<file path="src/rtl/mem_access_unit.sv">
// mem_access_unit: MEM stage with req/ack bus handshake, byte lanes, load extension and AdEL/AdES checks.
// Optional MEM_TIMEOUT_EN: fault an access that sees no ack/err within TIMEOUT REQ cycles.
module mem_access_unit #(
  parameter int          DATA_W  = 32,
  parameter logic [31:0] ADDR_LO = 32'h0000_0000,
  parameter logic [31:0] ADDR_HI = 32'h0000_7f2f,
  parameter int          TIMEOUT = 16
) (
  input  logic                clk,
  input  logic                reset,
  input  logic                valid_in,
  input  logic [1:0]          op_in,
  input  logic [1:0]          size_in,
  input  logic                sign_in,
  input  logic [31:0]         addr_in,
  input  logic [DATA_W-1:0]   wdata_in,
  input  logic                exception_in,
  input  logic [4:0]          exc_code_in,
  output logic                bus_req,
  output logic                bus_we,
  output logic [31:0]         bus_addr,
  output logic [DATA_W/8-1:0] bus_be,
  output logic [DATA_W-1:0]   bus_wdata,
  input  logic                bus_ack,
  input  logic                bus_err,
  input  logic [DATA_W-1:0]   bus_rdata,
  output logic                stall,
  output logic [DATA_W-1:0]   mo,
  output logic                exception_out,
  output logic [4:0]          exc_code_out
);
  localparam int BE_W  = DATA_W / 8;
  localparam int OFF_W = $clog2(BE_W);
  typedef enum logic [1:0] {IDLE, REQ, DONE} state_t;
  state_t state, state_nx;
  logic [OFF_W-1:0] off, off_q;
  logic [3:0] nbytes;
  logic [32:0] last;
  logic mem_op, mis, oor, fault, start, tmo, err, fin;
  logic [BE_W-1:0] be_d;
  logic [1:0] size_q;
  logic sign_q, err_q;
  logic [4:0] code_q;
  logic [6:0] nbits;
  logic [DATA_W-1:0] sh, mask, ext;
  logic sbit;
  assign mem_op = op_in == 2'd1 || op_in == 2'd2;
  assign off    = addr_in[OFF_W-1:0];
  assign nbytes = 4'd1 << size_in;
  assign mis    = (addr_in[3:0] & (nbytes - 4'd1)) != 4'd0 || (DATA_W == 32 && size_in == 2'd3);
  assign last   = {1'b0, addr_in} + 33'(nbytes) - 33'd1;
  assign oor    = addr_in < ADDR_LO || last > {1'b0, ADDR_HI};
  assign fault  = valid_in & mem_op & ~exception_in & (mis | oor);
  assign start  = state == IDLE & valid_in & mem_op & ~exception_in & ~fault;
  assign be_d   = BE_W'((16'd1 << nbytes) - 16'd1) << off;
`ifdef MEM_TIMEOUT_EN
  localparam int CNT_W = $clog2(TIMEOUT + 1);
  logic [CNT_W-1:0] cnt;
  always_ff @(posedge clk)
    if (reset || state != REQ) cnt <= '0;
    else cnt <= cnt + CNT_W'(1);
  assign tmo = state == REQ && cnt == CNT_W'(TIMEOUT - 1) && !bus_ack;
`else
  assign tmo = TIMEOUT < 0;
`endif
  assign err = bus_err | tmo;
  assign fin = state == REQ & (bus_ack | err);
  // load lanes: shift the addressed byte down, keep size bytes, then extend
  assign sh    = bus_rdata >> {off_q, 3'b000};
  assign nbits = 7'd8 << size_q;
  assign mask  = size_q == 2'd3 ? '1 : (DATA_W'(1) << nbits) - DATA_W'(1);
  assign sbit  = sign_q & |((sh >> (nbits - 7'd1)) & DATA_W'(1));
  assign ext   = (sh & mask) | (sbit ? ~mask : '0);
  always_comb begin
    state_nx      = state == IDLE ? (start ? REQ : IDLE) : state == REQ ? (fin ? DONE : REQ) : IDLE;
    stall         = start | state == REQ;
    exception_out = state == DONE ? err_q : state == REQ ? 1'b0 : exception_in | fault;
    exc_code_out  = state == DONE ? (err_q ? code_q : 5'd0) : state == REQ ? 5'd0 :
                    fault ? (op_in == 2'd2 ? 5'd5 : 5'd4) : exc_code_in;
  end
  always_ff @(posedge clk)
    if (reset) begin
      state     <= IDLE;
      bus_req   <= 1'b0;
      bus_we    <= 1'b0;
      bus_addr  <= '0;
      bus_be    <= '0;
      bus_wdata <= '0;
      mo        <= '0;
      off_q     <= '0;
      size_q    <= '0;
      sign_q    <= 1'b0;
      err_q     <= 1'b0;
      code_q    <= '0;
    end else begin
      state <= state_nx;
      if (start) begin
        bus_req   <= 1'b1;
        bus_we    <= op_in == 2'd2;
        bus_addr  <= addr_in & ~32'(BE_W - 1);
        bus_be    <= be_d;
        bus_wdata <= wdata_in << {off, 3'b000};
        off_q     <= off;
        size_q    <= size_in;
        sign_q    <= sign_in;
      end
      if (fin) begin
        bus_req <= 1'b0;
        bus_we  <= 1'b0;
        bus_be  <= '0;
        err_q   <= err;
        code_q  <= bus_we ? 5'd5 : 5'd4;
        if (!err && !bus_we) mo <= ext;
      end
    end
endmodule

</file>
<file path="config.mk">
export PLATFORM = sky130hd
export DESIGN_NAME = mem_access_unit
export DESIGN_NICKNAME = d
export VERILOG_FILES = /design/src/rtl/mem_access_unit.sv
export SDC_FILE = /design/constraint.sdc
export NUM_CORES = 1
export LEC_CHECK = 0
export CAP_MARGIN = 10
export CORE_MARGIN = 4
export CORE_UTILIZATION = 50
export CTS_BUF_LIST = sky130_fd_sc_hd__clkbuf_2 sky130_fd_sc_hd__clkbuf_4 sky130_fd_sc_hd__clkbuf_8
export CTS_CLUSTER_DIAMETER = 30
export CTS_CLUSTER_SIZE = 10
export DETAILED_ROUTE_END_ITERATION = 12
export PLACE_DENSITY = 0.79
export SKIP_LAST_GASP = 1
export SYNTH_ARGS = -nofsm -noshare
export SYNTH_HDL_FRONTEND = slang
export SYNTH_SLANG_ARGS = --single-unit
</file>
<file path="constraint.sdc">
create_clock -name clk -period 13.9 [get_ports clk]
set_clock_uncertainty 0.2 [all_clocks]
set_input_delay 2.78 -clock clk [delete_from_list [all_inputs] [get_ports clk]]
set_output_delay 2.78 -clock clk [all_outputs]
set_load 0.02 [all_outputs]
</file>
==> impl_metrics.json <==
{
  "switching_share_pct": 33.3,
  "synth_most_common_cell": "nand2_1",
  "crit_path_max_incr_delay_ns": 0.86,
  "cts_hold_buf": 0,
  "final.min_clock_period_ns": 11.43,
  "post_cts_resized": 0,
  "worst-path-stages": 17,
  "drt_wl_total_um": 23400,
  "nets": 1311,
  "yosys-top-cells-area": "dfxtp_1, mux2i_1, nand2b_1",
  "hold_viol": 0,
  "p_comb_share_pct": 26.6,
  "fmax_mhz": 87.5,
  "synth_seq_cells": 110,
  "ys_warn_count": 0,
  "p_clk_share_pct": 29.3,
  "status": "complete, no violations",
  "worstPathRequired_ns": 10.92,
  "drc": 0,
  "detail_route.wl_per_cell_um": 17.1,
  "cp.arrival_ns": 8.45,
  "port-buffer-count": 218,
  "dr_total_vias": 7642,
  "grt_pass1_vias": 7361,
  "yosysTopAreaCellShare_pct": 27.9,
  "crit_type": "input pin to output port",
  "die_area_sq_um": 17900,
  "hold_path_class": "register to register",
  "whs_ns": 0.253,
  "synth_ff_type": "dfxtp_1",
  "netlist_top_cells_count": "nand2_1, dfxtp_1, mux2i_1",
  "reg2regPathDepth": 5,
  "worstHoldPathCells": 2,
  "cts-root-buf": "clkbuf_8",
  "finalMaxSlewViolations": 0,
  "clkLatencyLatePin_ns": 0.40,
  "gr-total-overflow": 0,
  "gp_congestion": 0.944,
  "antenna_found_initial": 0,
  "relSlewSlack_pct": 42.0,
  "utilization_pct": 67.0,
  "path_buf_inv": 5,
  "num_antenna_cells": 0,
  "cts.clk_slew.worst_paths_ns": 0.11,
  "slowest_stage": "clkdlybuf4s50_1",
  "area_delta_synth_final_pct": 30.2,
  "power_switching_uw": 238,
  "place_ws_ns": 2.55,
  "worst_slew_pin_slew_ns": 0.863,
  "start_util_pct": 51.4,
  "viasPerCell": 5.56,
  "die_width_um": 134,
  "crit_chain": "clkdlybuf4s50_1 > inv_1 > ha_1 > inv_1 > ha_1 > fa_1 > a21oi_1 > o211ai_2 > a31oi_1 > a211o_1 > a2111oi_0 > or4_1 > a2111o_1 > nor4_4 > buf_4 > or2_1 > clkdlybuf4s50_1",
  "cp-end-kind": "output port",
  "syn_avg_cell_area_sq_um": 8.01,
  "setup_ws_ns": 2.47,
  "max_cap_violations": 0,
  "grt_max_degree": 100,
  "ioPinCount": 221,
  "crit_path_max_fanout": 27,
  "die_h_um": 134,
  "critPathTopFamily": "buffers and inverters",
  "synth_area_sq_um": 7910,
  "yosysUniqueCellTypes": 71,
  "synthCells": 987,
  "yosysSeqAreaShare_pct": 27.9,
  "numCtsBuffers": 9,
  "dp_hpwl_um": 18000,
  "h-tree-depth": 3,
  "sequentialPowerShare_pct": 44.0,
  "drt_iter0_drc": 473,
  "dr.pass1.iters": 5,
  "fin_cells": 1374,
  "grt_pass1_wl_um": 38000,
  "synthArstFlopShare_pct": 0,
  "drtAntennaViolNets": 0,
  "post_cts_buffers": 0,
  "setup_viol_count_final": 0,
  "cts_tree": "done",
  "critPathLaunchType": "input pin",
  "fin_tns_setup_ns": 0,
  "p_int_uw": 477,
  "std_cell_rows": 45,
  "cts_sinks": 110,
  "grt.total_usage_pct": 25.6,
  "clock_path_buffers": 2,
  "cellPowerDensity_nw_per_um2": 69.5,
  "finalCritPeriodShare_pct": 82.2,
  "synth_enable_flop_cells": 0,
  "rsz0062_at_grt": "false",
  "leakagePower_uw": 0.00385,
  "ir_drop_uv": 57.9,
  "drive_above_1_share_pct": 4.30,
  "core_area_sq_um": 15400,
  "yosys.area.top_type": "dfxtp_1",
  "dp_cells": 1358
}
-- path summary, 6_finish.rpt --
kind	to	slack, ns	start
worst min register to register	code_q[2]$_SDFFE_PP0P_	0.25	code_q[2]$_SDFFE_PP0P_
worst max-delay path	stall	2.47	addr_in[1]
worst max register to register	bus_wdata[20]$_SDFFE_PP0P_	11.14	state[0]$_SDFF_PP0_
worst min-delay path	code_q[2]$_SDFFE_PP0P_	0.25	code_q[2]$_SDFFE_PP0P_
-- worst register-to-register path: cells and delay by family (launching register included) --
kind	cells	cell delay, ns
multiplexers	1	0.40
flip-flops	1	0.34
AND/OR/NAND/NOR	2	0.57
buffers and inverters	2	1.16
-- final cells by class --
type | instances | area, sq um
multi-input combinational | 763 | 5200
tap | 211 | 264
fill | 1366 | 5070
timing repair buffer | 225 | 2230
inverter | 49 | 184
sequential | 110 | 2200
clock inverter | 7 | 92.6
clock buffer | 9 | 124
-- registers in the layout, indices dropped and copies added, names as in the netlist, 2 cells and up --
name	flops
state	2
bus_be	4
code_q	2
size_q	2
bus_addr	30
off_q	2
bus_wdata	32
mo	32
-- logic make-up (layout without fill, tap and decap cells) --
logic type	count (synthesis)	after routing	synth area share, %
mux	124	124	16.1
xor+xnor	8	8	0.886
other cells	1	2	0.0474
simple gates	372	372	23.5
compound gates	216	216	18.5
buf+inv	115	290	6.51
flops	110	110	27.9
fa+ha+maj	41	41	6.58
-- stage by stage --
| step | total power (uW) | cell area, sq um |
|---|---|---|
| 6_report | 716 | 10300 |
| 5_1_grt | 750 | 10300 |
| 4_1_cts | 718 | 10300 |
| 3_5_place_dp | 510 | 10100 |
| 3_3_place_gp | 510 | 10100 |
| 2_1_floorplan | 441 | 7910 |
-- layout by cell type, fill, tap and decap left out, types with 3 or more instances in the layout --
master           netlist  layout
o31ai_1                4       4
ha_1                  40      40
a21o_1                 8       8
a21oi_1               55      55
mux2_2                16      16
nand3_1               11      11
o21a_1                 7       7
nor3_1                10       9
mux2i_1              100     100
and3_1                 4       4
nor4_1                 3       3
nor3b_1                3       3
buf_4                  4       8
a31oi_1                6       6
a211o_1               12      12
or3_1                  4       4
nand2_1              113     113
o211a_1                6       6
o21ai_0               34      34
inv_1                 49      49
o21bai_1               5       5
nor2_1                84      84
clkdlybuf4s50_1        0     217
o21ai_1                4       4
nand4_1               10      10
a211oi_1              29      29
dfxtp_1              110     110
mux2_1                 8       8
o221ai_1               3       3
nor2b_1               13      13
a22oi_1                3       3
xnor2_1                6       6
o22ai_1                3       3
nand2b_1              99      99
o211ai_1              15      15
clkinv_8               0       3
clkbuf_8               0       9
-- power by group through the flow --
stage	sequential, uW	combinational (uW)	clock [uW]
6_report	315	191	210
5_1_grt	315	209	225
4_1_cts	315	188	214
3_5_place_dp	322	187	0
3_3_place_gp	322	187	0
2_1_floorplan	322	119	0
-- layer usage --
| metal | GRT usage, % | up-vias | part of all wire, % |
|---|---|---|---|
| li1 | - | 3793 | - |
| met1 | 35.6 | 3550 | 47 |
| met2 | 39.7 | 262 | 44 |
| met3 | 5.63 | 37 | 7.0 |
| met4 | 8.00 | 0 | 2.6 |
| met5 | 0 | - | 0 |
No activity file was read; power rests on OpenSTA's default activity.
